[src/rtl/fp16_pkg.sv]
// Shared FP16 constants, state encoding and payload types for the FP16 add path.
// Contents: field widths, special encodings, FSM state enum, unpacked-operand
// and flag structs, and a decode helper that maps an FP16 word to its
// effective exponent / significand form.
package fp16_pkg;

    localparam int unsigned EXP_W   = 5;
    localparam int unsigned MAN_W   = 10;
    localparam int unsigned SIG_W   = MAN_W + 1;      // significand incl. hidden bit
    localparam int unsigned BIAS    = 15;
    localparam int unsigned EXP_MAX = 2 * BIAS + 1;   // all-ones exponent field (31)
    localparam logic [15:0] QNAN    = 16'h7E00;

    typedef enum logic [2:0] {
        IDLE,
        ALIGN,
        ADD,
        NORM,
        ROUND,
        DONE
    } seqState;

    typedef struct packed {
        logic             sign;
        logic [EXP_W-1:0] exp;    // effective exponent, 1 for subnormals
        logic [SIG_W-1:0] mant;   // hidden bit + fraction
    } unpackedOp;

    typedef struct packed {
        logic overflow;
        logic invalid;
        logic inexact;
    } fpFlags;

    // Subnormals share exponent 1 with the smallest normals but carry hidden=0.
    function automatic unpackedOp unpackFp16(input logic [15:0] x);
        unpackedOp u;
        logic      isNorm;
        isNorm = (x[14:10] != '0);
        u.sign = x[15];
        u.exp  = isNorm ? x[14:10] : EXP_W'(1);
        u.mant = {isNorm, x[9:0]};
        return u;
    endfunction

endpackage

[src/rtl/fp16_align_shifter.sv]
// Combinational right shifter for operand alignment, folding every bit that
// falls off the bottom into the LSB as a sticky bit.
// Ports:
//   sigIn     - significand with guard/round/sticky positions appended
//   shiftAmt  - right shift amount, 0..31 (amounts >= width keep only sticky)
//   shifted_c - aligned significand, LSB is OR'ed with all discarded bits
module fp16_align_shifter #(
    parameter int unsigned W = 14
) (
    input  logic [W-1:0] sigIn,
    input  logic [4:0]   shiftAmt,
    output logic [W-1:0] shifted_c
);

    logic [W-1:0] keepMask;
    logic         sticky;

    // Bits below keepMask are the ones shifted out; their OR becomes sticky.
    always_comb begin
        keepMask     = {W{1'b1}} << shiftAmt;
        sticky       = |(sigIn & ~keepMask);
        shifted_c    = sigIn >> shiftAmt;
        shifted_c[0] = shifted_c[0] | sticky;
    end

endmodule

[src/rtl/fp16_add_sequencer.sv]
// Multi-cycle FP16 add/subtract engine: one shared align / add / normalize /
// round datapath sequenced by an FSM, with one-bit-per-cycle normalization.
// Ports:
//   clk, rst_n                - clock, async active-low reset
//   in_valid / in_ready       - operation request handshake (ready only in IDLE)
//   op_a, op_b, op_sub        - operands; op_sub inverts B's sign at capture
//   out_valid / out_ready     - result handshake; result held until accepted
//   result                    - FP16 result
//   flag_overflow/invalid/inexact - exception flags for the held result
//   busy                      - engine is not idle
module fp16_add_sequencer
    import fp16_pkg::*;
#(
    parameter int unsigned ROUND_MODE = 0,
    parameter int unsigned GRS_W      = 3
) (
    input  logic        clk,
    input  logic        rst_n,
    input  logic        in_valid,
    output logic        in_ready,
    input  logic [15:0] op_a,
    input  logic [15:0] op_b,
    input  logic        op_sub,
    output logic        out_valid,
    input  logic        out_ready,
    output logic [15:0] result,
    output logic        flag_overflow,
    output logic        flag_invalid,
    output logic        flag_inexact,
    output logic        busy
);

    localparam int unsigned ALN_W  = SIG_W + GRS_W;   // significand + G/R/S
    localparam int unsigned SUM_W  = ALN_W + 1;       // plus carry
    localparam int unsigned MSB    = ALN_W - 1;       // hidden-bit position in sum
    localparam int unsigned XEXP_W = EXP_W + 1;       // room for exponent overflow
    localparam int unsigned RND_W  = SIG_W + 1;

    seqState state, stateNext;

    logic        inReadyQ, outValidQ, busyQ;
    logic [15:0] resultQ;
    fpFlags      flagsQ;

    // captured operands (B already sign-adjusted)
    logic [15:0] capA, capB;

    // alignment results
    logic [ALN_W-1:0]  bigSig, smallSig;
    logic [XEXP_W-1:0] expW;
    logic              signBig, effSub, zeroSign;
    logic              specialQ, specialInvQ;
    logic [15:0]       specialResQ;

    // working sum: carry | significand | G R S
    logic [SUM_W-1:0] sum;

    // ALIGN combinational signals
    unpackedOp        upA, upB, opBig, opSmall;
    logic             aNan, bNan, aInf, bInf, aGe;
    logic             specialHit, specialInv;
    logic [15:0]      specialRes;
    logic [EXP_W-1:0] expDiff;
    logic [ALN_W-1:0] smallAligned;

    // ADD / NORM / ROUND combinational signals
    logic [SUM_W-1:0]  sumNext;
    logic              sumZero, normCarry, normShiftL;
    logic [SIG_W-1:0]  mantPre, mantFin;
    logic [RND_W-1:0]  mantInc;
    logic              guardBit, lowBits, grsAny, roundUp;
    logic [XEXP_W-1:0] expFin;
    logic [EXP_W-1:0]  expField;
    logic              overflowHit, resSign;
    logic [15:0]       roundRes;

    assign in_ready      = inReadyQ;
    assign out_valid     = outValidQ;
    assign busy          = busyQ;
    assign result        = resultQ;
    assign flag_overflow = flagsQ.overflow;
    assign flag_invalid  = flagsQ.invalid;
    assign flag_inexact  = flagsQ.inexact;

    // Decode, special-case detection and magnitude ordering of captured operands.
    always_comb begin
        upA  = unpackFp16(capA);
        upB  = unpackFp16(capB);
        aInf = (capA[14:10] == EXP_W'(EXP_MAX)) && (capA[9:0] == '0);
        bInf = (capB[14:10] == EXP_W'(EXP_MAX)) && (capB[9:0] == '0);
        aNan = (capA[14:10] == EXP_W'(EXP_MAX)) && (capA[9:0] != '0);
        bNan = (capB[14:10] == EXP_W'(EXP_MAX)) && (capB[9:0] != '0);

        specialHit = aNan | bNan | aInf | bInf;
        specialInv = aNan | bNan | (aInf & bInf & (capA[15] != capB[15]));
        if (specialInv) begin
            specialRes = QNAN;
        end else if (aInf) begin
            specialRes = capA;
        end else begin
            specialRes = capB;
        end

        aGe     = {upA.exp, upA.mant} >= {upB.exp, upB.mant};
        opBig   = aGe ? upA : upB;
        opSmall = aGe ? upB : upA;
        expDiff = opBig.exp - opSmall.exp;
    end

    fp16_align_shifter #(
        .W(ALN_W)
    ) u_alignShifter (
        .sigIn    ({opSmall.mant, {GRS_W{1'b0}}}),
        .shiftAmt (expDiff),
        .shifted_c(smallAligned)
    );

    // Magnitude add/subtract; the larger operand is first so the result is non-negative.
    always_comb begin
        if (effSub) begin
            sumNext = {1'b0, bigSig} - {1'b0, smallSig};
        end else begin
            sumNext = {1'b0, bigSig} + {1'b0, smallSig};
        end
    end

    // Normalization decisions; left shifts stop at exponent 1 to form subnormals.
    always_comb begin
        sumZero    = (sum == '0);
        normCarry  = sum[SUM_W-1];
        normShiftL = !normCarry && !sumZero && !sum[MSB] && (expW > XEXP_W'(1));
    end

    // Rounding, exponent fix-up after mantissa overflow, and result packing.
    always_comb begin
        mantPre  = sum[MSB -: SIG_W];
        guardBit = sum[GRS_W-1];
        lowBits  = |sum[GRS_W-2:0];
        grsAny   = guardBit | lowBits;
        roundUp  = (ROUND_MODE == 0) ? (guardBit & (lowBits | mantPre[0])) : 1'b0;
        mantInc  = {1'b0, mantPre} + RND_W'(roundUp);

        if (mantInc[SIG_W]) begin
            mantFin = mantInc[SIG_W:1];
            expFin  = expW + XEXP_W'(1);
        end else begin
            mantFin = mantInc[SIG_W-1:0];
            expFin  = expW;
        end

        overflowHit = (expFin >= XEXP_W'(EXP_MAX));
        resSign     = sumZero ? zeroSign : signBig;
        // hidden bit clear only for subnormals and zero, which encode exponent 0
        expField    = mantFin[MAN_W] ? expFin[EXP_W-1:0] : '0;

        if (overflowHit) begin
            if (ROUND_MODE == 0) begin
                roundRes = {resSign, {EXP_W{1'b1}}, {MAN_W{1'b0}}};
            end else begin
                roundRes = {resSign, EXP_W'(EXP_MAX - 1), {MAN_W{1'b1}}};
            end
        end else begin
            roundRes = {resSign, expField, mantFin[MAN_W-1:0]};
        end
    end

    // State register plus registered handshake/status outputs.
    always_ff @(posedge clk or negedge rst_n) begin
        if (!rst_n) begin
            state     <= IDLE;
            inReadyQ  <= 1'b1;
            outValidQ <= 1'b0;
            busyQ     <= 1'b0;
        end else begin
            state     <= stateNext;
            inReadyQ  <= (stateNext == IDLE);
            outValidQ <= (stateNext == DONE);
            busyQ     <= (stateNext != IDLE);
        end
    end

    // Next-state logic. Specials pass through ROUND so the result register
    // has a single load point.
    always_comb begin
        stateNext = state;
        case (state)
            IDLE:    if (in_valid) stateNext = ALIGN;
            ALIGN:   stateNext = specialHit ? ROUND : ADD;
            ADD:     stateNext = NORM;
            NORM:    if (!normShiftL) stateNext = ROUND;
            ROUND:   stateNext = DONE;
            DONE:    if (out_ready) stateNext = IDLE;
            default: stateNext = IDLE;
        endcase
    end

    // Datapath registers, loaded according to the current state.
    always_ff @(posedge clk or negedge rst_n) begin
        if (!rst_n) begin
            capA        <= '0;
            capB        <= '0;
            bigSig      <= '0;
            smallSig    <= '0;
            expW        <= '0;
            signBig     <= 1'b0;
            effSub      <= 1'b0;
            zeroSign    <= 1'b0;
            specialQ    <= 1'b0;
            specialInvQ <= 1'b0;
            specialResQ <= '0;
            sum         <= '0;
            resultQ     <= '0;
            flagsQ      <= '0;
        end else begin
            case (state)
                IDLE: begin
                    if (in_valid) begin
                        capA   <= op_a;
                        capB   <= {op_b[15] ^ op_sub, op_b[14:0]};
                        flagsQ <= '0;
                    end
                end
                ALIGN: begin
                    bigSig      <= {opBig.mant, {GRS_W{1'b0}}};
                    smallSig    <= smallAligned;
                    expW        <= {1'b0, opBig.exp};
                    signBig     <= opBig.sign;
                    effSub      <= (opBig.sign != opSmall.sign);
                    zeroSign    <= capA[15] & capB[15];
                    specialQ    <= specialHit;
                    specialInvQ <= specialInv;
                    specialResQ <= specialRes;
                end
                ADD: begin
                    sum <= sumNext;
                end
                NORM: begin
                    if (normCarry) begin
                        sum  <= {1'b0, sum[SUM_W-1:2], |sum[1:0]};
                        expW <= expW + XEXP_W'(1);
                    end else if (normShiftL) begin
                        sum  <= {sum[SUM_W-2:0], 1'b0};
                        expW <= expW - XEXP_W'(1);
                    end
                end
                ROUND: begin
                    if (specialQ) begin
                        resultQ <= specialResQ;
                        flagsQ  <= '{overflow: 1'b0, invalid: specialInvQ, inexact: 1'b0};
                    end else begin
                        resultQ <= roundRes;
                        flagsQ  <= '{overflow: overflowHit, invalid: 1'b0,
                                     inexact: overflowHit | grsAny};
                    end
                end
                default: ;
            endcase
        end
    end

endmodule
[config.mk]
export PLATFORM = sky130hd
export DESIGN_NAME = fp16_add_sequencer
export DESIGN_NICKNAME = d
export VERILOG_FILES = /design/src/rtl/fp16_pkg.sv /design/src/rtl/fp16_align_shifter.sv /design/src/rtl/fp16_add_sequencer.sv
export SDC_FILE = /design/constraint.sdc
export NUM_CORES = 1
export LEC_CHECK = 0
export BUFFER_PORTS_ARGS = -buffer_cell sky130_fd_sc_hd__buf_2
export CAP_MARGIN = 5
export CORE_MARGIN = 5
export CORE_UTILIZATION = 60
export DETAILED_ROUTE_END_ITERATION = 10
export GPL_ROUTABILITY_DRIVEN = 0
export PLACE_DENSITY = 0.83
export SETUP_SLACK_MARGIN = 0.05
export SLEW_MARGIN = 5
export SYNTH_ARGS = -nofsm -noshare
export SYNTH_HDL_FRONTEND = slang
export SYNTH_SLANG_ARGS = --single-unit
[constraint.sdc]
create_clock -name clk -period 12.8 [get_ports clk]
set_input_delay 1.92 -clock clk [delete_from_list [all_inputs] [get_ports clk]]
set_output_delay 1.92 -clock clk [all_outputs]
set_load 0.03 [all_outputs]
==> key figures <==
CTS
  • Root Driver: clkbuf_16
  • Post-CTS Setup Bufs: 0
  • Clock Sinks: 124
  • CTS buffer count: 17
  • Cts-stage hold buffer count: 0
  • Clock Path Buffers: 2
  • Gates resized, CTS repair: 0
  • Clk pin slew, worst setup/hold paths: 60 ps
  • CTS tree: yes
  • Worst-Skew Late Latency: 430 ps
  • # H-tree levels: 4

Synthesis
  • Post-Syn Area: 0.00823 mm²
  • Synth top area share: 0.374
  • Post-synthesis compound-gate area fraction: 0.214
  • Yosys warnings: 0
  • Post-synth EDFFs: 0
  • Largest family of logic cells by synthesized area: compound AO/OA/AOI/OAI gates
  • Area contributors post-synth: dfrtp_1 (37%), ha_1 (6.8%), o21ai_0 (5.2%)
  • Post-synthesis adder-cell area fraction: 0.0709
  • Post-synth cell types: a little over 60
  • Async SR Flop Fraction: 1.00
  • Cells after synthesis: roughly 950
  • Syn_nets: between 1000 and 1500
  • Mux cell area share after synthesis: 0.0897
  • Main synth FF type: dfrtp_1
  • Flops & latches, synth: 124
  • Sequential area share after synthesis: 0.377
  • Mapped Avg Cell Area: 8.65 µm²
  • Area leader, netlist: dfrtp_1
  • Simple-gate share of the synthesized area: 0.166
  • Post-Synth XOR/XNOR Area: 0.0256

Setup path
  • Crit path largest cell delay: 770 ps
  • Slowest-stage cell, CP: ha_1
  • Worst Setup Start Kind: register
  • R2r startpoint: capA[11]
  • Crit-path cells: nor4_1 -> nor2_1 -> inv_1 -> ha_1 -> nand2_1 -> or3_1 -> nor4_1 -> or3_2 -> buf_4 -> nor3_1 -> nor2b_1 -> ha_1 -> nor3_1 -> o32ai_1 -> nand3_1 -> o21ai_0 -> a21oi_1 -> a2111oi_0 -> a22oi_1
  • Worst R2R End: smallSig[0]
  • R2r setup slk: ~6200 ps
  • CP Capture Type: register
  • Worst EP required: 13070 ps
  • Arrival @ worst endpoint: 6840 ps
  • Crit path kind: reg -> reg
  • CP Max Fanout: 64
  • R2R depth: 19

Run status
  • Status: completed

Placement
  • Number of instances in the placed design: 1126
  • DP Area: 0.00853 mm²
  • Hpwl dp: 15.6 mm
  • Buffers on Ports: 58

STA
  • Clock skew: 8.43 ps
  • Worst-Margin Slew: roughly 1100 ps
  • Final Hold Fails: 0
  • Worst slew margin: 0.274
  • Final Cycle Share: 0.513
  • TNS Setup: 0 ps
  • Final setup viols: 0
  • Min Tclk post-route: 6570 ps
  • RSZ-0062 raised after global routing: no
  • Max Slew Vio Count: 0
  • Peak Freq: 152 MHz

Global routing
  • Wire length of the first global-routing pass: approximately 35 mm
  • Vias in the first global route: 6956
  • Total gr overflow: 0
  • Total GRT Usage: 0.271
  • Initial antenna violation count: 0
  • Largest net degree at the start of global routing: 85

Floorplan
  • Core ar.: 0.0133 mm²
  • Row count: 42
  • Die height: 127 µm
  • Die ar.: 0.0162 mm²
  • Die X: 127 µm
  • Initial Utilization: 0.616
  • Io pins: roughly 60

Detailed routing
  • Via density: 6.38
  • DRT iter0 DRCs: 855
  • Via count: 7390
  • Routed WL: 21.6 mm
  • # DRC: 0
  • Drt pass-1 iters: 7
  • Drt wl/cell: 18.7 µm
  • Post-route ant nets: 0

Layout
  • Sequential cell area: between 0.003 and 0.004 mm²
  • Fill cells: 1087
  • Cell area after layout: 0.00910 mm²
  • Post-route non-filler standard cell count: between 1000 and 1500
  • Nets: about 1100
  • # diodes: 0
  • Ratio of cells with drive above 1 in the final layout: 0.126
  • Multi-input logic area: 0.00466 mm²
  • Commonest non-fill, non-tap cell in the layout: dfrtp_1
  • Most frequent cells in the layout: dfrtp_1 (123), nand2_1 (99), o21ai_0 (85)
  • Syn-to-layout area delta: 10.7%

Worst hold path
  • Hold depth: 2
  • Worst Hold Launch: result[6]
  • Worst Hold Class: reg -> reg
  • Hold Path End: result[6]

Run
  • Max-cap violations: 0
[worst max-delay path, delay by kind of cell (launching register included)]
family                     cells  cell delay [ps]
DFF                            1              590
buffers and inverters          2              670
AOI/OAI and AO/OA              5             1360
adders and majority gates      2             1010
and+or+nand+nor               10             2760
[area by class of cell]
cell class	count	area share
sequential	124	0.341
multi-input combinational	707	0.512
clock inverter	15	0.0168
clock buffer	17	0.0467
tap	176	0.0242
inverter	55	0.0227
timing repair buffer	64	0.0371
[flip-flops by register name, indices dropped and copies added (netlist names), 3 cells and up]
signal,flops
capA,16
capB,16
result,16
specialResQ,16
sum,15
smallSig,14
bigSig,11
expW,6
state,3
[kinds of logic after synthesis]
logic type                 Yosys count
AOI/OAI and AO/OA                  282
xor gates and xnor gates            24
adders and majority gates           46
buffers and inverters              120
DFF                                124
muxes                               64
and+or+nand+nor                    291
[layer usage]
metal	routed length [µm]	up-vias	global-route usage
li1	-	3471	-
met1	9060	3500	0.358
met2	10300	362	0.443
met3	1780	57	0.0651
met4	527	0	0.0883
met5	0	-	0
[synthesized netlist by cell type (10+ instances only)]
master and count:
ha_1 45, mux2i_1 40, inv_1 54, nor4_1 11
nand3_1 24, nand2_1 99, mux2_2 19, o31ai_1 13
clkbuf_1 54, nor3_1 24, dfrtp_1 123, a22o_1 13
xor2_1 10, a211oi_1 19, a21oi_1 80, nor2_1 68
o21ai_0 85, nor2b_1 10, xnor2_1 14, o22ai_1 10
[through the flow]
step / hold WS (ps) / worst slack (ps) / util
2_1_floorplan: 439 / 7830 / -
3_5_place_dp: 467 / 6720 / 0.639
6_report: 472 / 6230 / 0.682
5_1_grt: 499 / 5830 / 0.682
3_3_place_gp: 455 / 7090 / 0.639
4_1_cts: 481 / 6470 / 0.682
[worst max path at each step]
stage | from | end | slack (ps) | cells past startpoint
global route | capB[13] | smallSig[0] | 5830 | 19
finish | capA[11] | smallSig[0] | 6230 | 19
global placement | capA[11] | smallSig[0] | 7090 | 20
detailed placement | capB[12] | smallSig[0] | 6720 | 19
floorplan | capB[12] | smallSig[0] | 7830 | 24
CTS | capA[11] | smallSig[0] | 6470 | 19
Power is left out: the tool's default activity adds up to more than one toggle a clock period on the data nets, which glitch-free logic cannot reach.
